File: src/rtl/stack_pkg.sv
// rtl/stack_pkg.sv - shared op encodings, FSM states and default sizes for the return stack
package stack_pkg;

   localparam int DEPTH_DEF = 4;
   localparam int DW_DEF    = 12;

   typedef enum logic [1:0] {
      OP_NOP  = 2'b00,
      OP_PUSH = 2'b01,
      OP_POP  = 2'b10,
      OP_PEEK = 2'b11
   } op_e;

   typedef enum logic {
      ST_IDLE = 1'b0,
      ST_READ = 1'b1
   } state_e;

endpackage

File: src/rtl/stack_ptr.sv
// rtl/stack_ptr.sv - occupancy counter with saturating inc/dec and full/empty/top decode
module stack_ptr
   import stack_pkg::*;
#(
   parameter int DEPTH = DEPTH_DEF,
   parameter int AW    = 2
) (
   input  logic          clk,
   input  logic          rst,
   input  logic          inc,
   input  logic          dec,
   output logic [AW:0]   count,
   output logic [AW-1:0] top,
   output logic          full,
   output logic          empty
);

   logic [AW:0] cnt;

   // Saturation here is what keeps the storage index in range.
   always_ff @(posedge clk) begin
      if (rst)
         cnt <= '0;
      else if (inc && !full)
         cnt <= cnt + 1'b1;
      else if (dec && !empty)
         cnt <= cnt - 1'b1;
   end

   assign count = cnt;
   assign full  = (cnt == (AW+1)'(DEPTH));
   assign empty = (cnt == '0);
   assign top   = AW'(cnt - 1'b1);

endmodule

File: src/rtl/stack_ctrl.sv
// rtl/stack_ctrl.sv - push/pop/peek sequencer for the 4-entry return stack storage
module stack_ctrl
   import stack_pkg::*;
#(
   parameter int DEPTH = DEPTH_DEF,
   parameter int AW    = 2,
   parameter int DW    = DW_DEF
) (
   input  logic          clk,
   input  logic          rst,
   input  logic          req_valid,
   output logic          req_ready,
   input  logic [1:0]    req_op,
   input  logic [DW-1:0] req_data,
   output logic          rsp_valid,
   output logic [DW-1:0] rsp_data,
   output logic [AW:0]   count,
   output logic          full,
   output logic          empty,
   output logic          ovf,
   output logic          udf,
   input  logic          err_clr,
   output logic          mem_we,
   output logic [AW-1:0] mem_addr,
   output logic [DW-1:0] mem_wdata,
   input  logic [DW-1:0] mem_rdata
);

   state_e        state;
   logic          zflag;
   op_e           op;
   logic          accept;
   logic          do_push;
   logic          do_rd;
   logic          do_pop;
   logic [AW-1:0] top;

   assign op        = op_e'(req_op);
   assign req_ready = (state == ST_IDLE);
   assign accept    = req_valid && req_ready;
   assign do_push   = accept && (op == OP_PUSH);
   assign do_pop    = accept && (op == OP_POP);
   assign do_rd     = accept && ((op == OP_POP) || (op == OP_PEEK));

   stack_ptr #(
      .DEPTH (DEPTH),
      .AW    (AW)
   ) u_ptr (
      .clk   (clk),
      .rst   (rst),
      .inc   (do_push),
      .dec   (do_pop),
      .count (count),
      .top   (top),
      .full  (full),
      .empty (empty)
   );

   // Address parks at 0 unless a serviceable request is in its accept cycle.
   always_comb begin
      mem_we    = 1'b0;
      mem_addr  = '0;
      mem_wdata = '0;
      if (do_push && !full) begin
         mem_we    = 1'b1;
         mem_addr  = count[AW-1:0];
         mem_wdata = req_data;
      end else if (do_rd && !empty) begin
         mem_addr  = top;
      end
   end

   always_ff @(posedge clk) begin
      if (rst) begin
         state <= ST_IDLE;
         zflag <= 1'b0;
         ovf   <= 1'b0;
         udf   <= 1'b0;
      end else begin
         case (state)
            ST_IDLE: begin
               if (do_rd) begin
                  state <= ST_READ;
                  zflag <= empty;
               end
            end
            default: begin
               state <= ST_IDLE;
               zflag <= 1'b0;
            end
         endcase
         // A fresh error in the clear cycle takes precedence over err_clr.
         ovf <= (ovf && !err_clr) || (do_push && full);
         udf <= (udf && !err_clr) || (do_rd && empty);
      end
   end

   assign rsp_valid = (state == ST_READ);
   assign rsp_data  = ((state == ST_READ) && !zflag) ? mem_rdata : '0;

endmodule
File: config.mk
export PLATFORM = sky130hd
export DESIGN_NAME = stack_ctrl
export DESIGN_NICKNAME = d
export VERILOG_FILES = /design/src/rtl/stack_pkg.sv /design/src/rtl/stack_ptr.sv /design/src/rtl/stack_ctrl.sv
export SDC_FILE = /design/constraint.sdc
export NUM_CORES = 1
export LEC_CHECK = 0
export ABC_CLOCK_PERIOD_IN_PS = 1750
export CAP_MARGIN = 20
export CORE_UTILIZATION = 25
export CTS_CLUSTER_DIAMETER = 60
export DETAILED_ROUTE_END_ITERATION = 16
export PLACE_DENSITY = 0.75
export SYNTH_ARGS = -nofsm -noshare
export SYNTH_HDL_FRONTEND = slang
export SYNTH_SLANG_ARGS = --single-unit
export TNS_END_PERCENT = 20
File: constraint.sdc
create_clock -name clk -period 1.75 [get_ports clk]
set_input_delay 0.4375 -clock clk [delete_from_list [all_inputs] [get_ports clk]]
set_output_delay 0.4375 -clock clk [all_outputs]
set_load 0.1 [all_outputs]
Word-level counts from Yosys, hierarchy flattened
Index checks and enable logic that the tools add are counted.

Bits in registers: 7. Latch bits: 0. Bits in writable memories: 0. ROM bits: 0. Bits of input ports: 30. Word-level logic and storage cells: 42. Memories kept: 0.

$add $sub $neg: 2. Multipliers: 0. Div/mod/pow operators: 0. Magnitude comparators: 0. Equal/unequal tests: 4. Shift-type cells: 0. Multiplexer cells: 8. Bitwise gates (word level): 1. Reduce and logical (&&, ||, !) cells: 22.

Operators by type and width (number): $mux 12 (2); $logic_and 1x1->1 (12); $mux 3 (2); $eq 2x2->1 const B (2); $logic_not 1->1 (4); $mux 2 (2); $add 3x1->3 const B (1); $eq 3x3->1 const B (1); $logic_not 3->1 (1); $logic_or 1x1->1 (3); $sub 3x1->3 const B (1); $eq 2x1->1 const B (1); $mux 1 (2); $reduce_bool 2->1 (1); $reduce_or 2->1 (1); $not 1->1 (1).

Logic depth before layout (Yosys ltp)
Depth in word-level cells: 6. Mapped depth: 8.

Cells and area by module
From an unflattened synthesis, not the netlist that was laid out.

Cell total of the unflattened synthesis: 88. Area total of the unflattened synthesis: 725.7 sq um.

Modules (own cells, without submodules): stack_ctrl (instances 1, cells an instance 55, area an instance 459.2 sq um); stack_ptr (instances 1, cells an instance 33, area an instance 266.5 sq um).

Worst setup path before layout
OpenSTA, ideal clock, no wires.

Path kind: flip-flop to output port. Start point: register u_ptr.cnt[0], in the netlist u_ptr.count[0]. End point: output port mem_addr[0]. Arrival: 3.647 ns. Data required time: 1.312 ns. Slack: -2.335 ns. Stages on the path, launching flop included: 9. Path through: dfxtp_1 -> inv_1 -> ha_1 -> nand2_2 -> clkinv_2 -> nor3_4 -> buf_6 -> nand2_1 -> o21ai_1.

Elaborated cells on any way between the ends: 9. Those cells by class: add/sub: 1; eq/ne: 1; mux: 2; reduce/logical: 5.

RTL lines: from (decl) (line stack_ptr.sv:18) `logic [AW:0] cnt;`; from (signal assigned) (line stack_ptr.sv:25) `cnt <= cnt + 1'b1;`; from (signal assigned) (line stack_ptr.sv:27) `cnt <= cnt - 1'b1;`; $eq 3x3->1 (line stack_ptr.sv:31) `assign full = (cnt == (AW+1)'(DEPTH));`; net full (line stack_ctrl.sv:18) `output logic full,`; $logic_not 1->1 (line stack_ctrl.sv:64) `if (do_push && !full) begin`; $logic_and 1x1->1 (line stack_ctrl.sv:64); $mux 2 (line stack_ctrl.sv:64); to (decl) (line stack_ctrl.sv:24) `output logic [AW-1:0] mem_addr,`.

The timed path passes the listed nets, and every way through them passes these cells.

Worst setup path in the final report
Start point: register u_ptr.cnt[1], in the netlist u_ptr.count[1]. End point: output port mem_wdata[1].

Cells in the longest elaborated chain, start to end: 4.

Ends and longest elaborated chain: $eq 3x3->1 (line stack_ptr.sv:31); $logic_not 1->1 (line stack_ctrl.sv:64); $logic_and 1x1->1 (line stack_ctrl.sv:64); $mux 12 (line stack_ctrl.sv:64); to (decl) (line stack_ctrl.sv:25) `output logic [DW-1:0] mem_wdata,`.

No other way between the ends.

==> impl_results.md <==
* Status: finished with violations
* Failing checks: setup timing
* Via count of the first global-routing pass at 972
* Starting DRC count in detailed routing at 18
* Req. time, crit path at 1.31 ns
* Final setup margin at -0.3419 ns
* Design Area, Final at 2021 µm²
* Final core utilization at 88.79%
* Drt wl/cell at 17.48 µm
* Final hold vios at 0
* Post-synth top area share at 24.34%
* Placed Area at 1907 µm²
* Antenna viol nets, final at 0
* Final Cycle Share at 119.5%
* Slew headroom at 83.36%
* Yosys reg bits at 7
* Tmin final at 2.092 ns
* Mapped Avg Cell Area at 7.711 µm²
* WP data arrival at 1.65 ns
* DRT Pass-1 Iters at 5
* Cell Chain, Critical Path: inv_4 -> ha_4 -> nand2_4 -> clkinv_8 -> nor3_4 -> buf_2 -> and2_4 -> buf_12
* Post-synth EDFFs at 0
* Critical Path End Type: output pin
* Placement Rows at 17
* VDD IR max at 0.5204 mV
* R2R Path Start: u_ptr.count[1]$_SDFFE_PP0P_
* Via count at 948
* Largest delay share family, worst path: buffers and inverters
* CTS tree: built
* Worst-Margin Slew at 0.2477 ns
* Synth unique cells at 29
* GRT Overall Usage at 27.08%
* Final non-filler cell total at 197
* GRT Residual Overflow at 0
* Syn Inst Count at 80
* Chip width at 51.67 µm
* Worst Setup Path Type: reg -> out
* Clock sinks at 7
* Area of the mapped netlist at 616.8 µm²
* # port buffers at 65
* Die Ht at 51.67 µm
* Worst path buffer plus inverter count at 4
* First-pass GRT wire length at 5147 µm
* Total Power at 956.8 µW
* Synth top cells by count: and2_1, dfxtp_1, inv_1, nor2_1, nand2_1
* Fmax at 478.0 MHz
* Reg2reg path depth at 9
* Slowest stage delay, CP at 0.36 ns
* WHS at 0.5562 ns
* CP Depth at 8
* CP startpoint kind: flop
* Largest net degree at the start of global routing at 13
* Setup Viol. Count Final at 29
* Reg2Reg Setup Slack at 0.08 ns
* Fin Setup TNS at -5.886 ns
* H-tree levels at 1
* Worst path slowest cell: dfxtp_4
* Reg-to-reg endpoint: u_ptr.count[2]$_SDFFE_PP0P_
* Remaining DRCs at 0
* Worst Setup SP: u_ptr.count[1]$_SDFFE_PP0P_
* WL final at 3444 µm
* Layout Area Growth over Synthesis at 227.6%
* Antenna Cells at 0
* Worst min path class: reg -> reg
* Fillers at 89
* Layout cells sized above 1 at 65.68%
* Post-synthesis sequential area ratio at 22.72%
* Starting Density at 27.10%
* Ys Warns at 0
* Dominant synthesized flop cell: dfxtp_1
* PwrDens at 473.5 nW/µm²
* Crit path to: mem_wdata[1]
* Ranking of synthesized cells by area: and2_1, dfxtp_1, ha_1
* Syn Nets at 113
* Clk slew on worst S/H paths at 0.06 ns
* Area leader, netlist: and2_1
* Max-cap violations at 0
* Die Area at 2670 µm²
* RePlAce Congestion at 0.8421
* Placed Instances at 187
* Pleak at 0.8664 nW
* I/O pin cnt at 66
* Worst-Skew Late Latency at 0.27 ns
* Slew Limit Fails at 0
* Top-count cell post-synth: and2_1
* Unrepaired setup endpoints after global routing: true
* Core area at 2276 µm²
* Clock Tree Buf Depth at 2
* Clock Root Buffer: clkbuf_4
* Asr flop ratio synth at 0%
* Skew final at 0.01204 ns
* Initial antenna violation count at 0
* Pre-CTS setup slack at -0.4972 ns
* Nets at 203
* CTS buffer count at 3
* Routed vias/inst at 4.812
* Crit-path max FO at 4
* Post-DP HPWL at 2382 µm
cell type report:
class | count | area (µm²) | area share [%]
repair buffers | 87 | 1196 | 59.20
multi-input cells | 64 | 558.0 | 27.62
flip-flops and latches | 7 | 152.6 | 7.554
inverters | 7 | 52.55 | 2.601
well taps | 28 | 35.03 | 1.734
clock buffers | 4 | 26.28 | 1.300
sequential cells by signal, summed over array words and instances, names as in the netlist:
register,count
u_ptr.count,3
ovf,1
zflag,1
rsp_valid,1
udf,1
cell families (layout without fill, tap and decap cells):
group           count (synthesis)  count (layout)  synth area share [%]
simple gates                   47              47                 46.66
compound gates                 13              13                 15.01
buf+inv                         9              98                 7.099
flops                           7               7                 22.72
fa+ha+maj                       3               3                 6.086
mux                             1               1                 2.433
how the worst min path moves through the flow:
stage	startpoint	to	slack [ns]	cells past startpoint
2_1_floorplan	rst	u_ptr.count[1]$_SDFFE_PP0P_	0.49	1
3_3_place_gp	ovf$_SDFF_PP0_	ovf$_SDFF_PP0_	0.53	2
3_5_place_dp	zflag$_SDFFE_PP0P_	zflag$_SDFFE_PP0P_	0.55	2
4_1_cts	zflag$_SDFFE_PP0P_	zflag$_SDFFE_PP0P_	0.56	2
5_1_grt	rsp_valid$_SDFF_PP0_	zflag$_SDFFE_PP0P_	0.58	2
6_report	ovf$_SDFF_PP0_	ovf$_SDFF_PP0_	0.56	2
what timing repair did:
item,4_1_cts,5_1_grt
cloned,1,1
setup endpoints to repair,28,30
pin swaps,12,5
setup buffers,4,2
resized for setup,17,5
hold buffers,0,0
layout by cell type (no fill, tap or decap), types with 2 or more instances in the layout:
cell | Yosys | layout
o21ai_4 | 0 | 2
a21oi_1 | 2 | 2
nor2_1 | 5 | 4
and2_4 | 0 | 22
nand2b_4 | 0 | 3
clkbuf_4 | 0 | 3
o21ai_0 | 2 | 2
dfxtp_1 | 7 | 3
buf_12 | 0 | 36
nor2b_1 | 3 | 3
ha_1 | 3 | 2
inv_1 | 5 | 2
and2_2 | 0 | 2
dfxtp_4 | 0 | 3
dlygate4sd2_1 | 0 | 2
buf_6 | 1 | 6
clkdlybuf4s50_1 | 0 | 26
buf_4 | 0 | 15
nor3_1 | 2 | 2
inv_4 | 0 | 2
nand2_2 | 1 | 3
per-layer routing:
layer	global-route usage, %	vias up	routed length [µm]
li1	-	438	-
met1	30.63	467	1301
met2	50.87	33	1962
met3	4.094	10	92
met4	9.009	0	87
met5	0	-	0
power breakdown:
part	internal, mW	switching, mW
Combinational	0.266	0.359
Clock	0.0876	0.0678
Sequential	0.166	0.0104
Total	0.520	0.437
worst min-delay path, delay by kind of cell (launching register included):
| family | cells | cell delay [ns] |
|---|---|---|
| compound gates | 1 | 0.13 |
| flops | 1 | 0.33 |
| simple gates | 1 | 0.05 |
(Power assumes the default switching activity.)
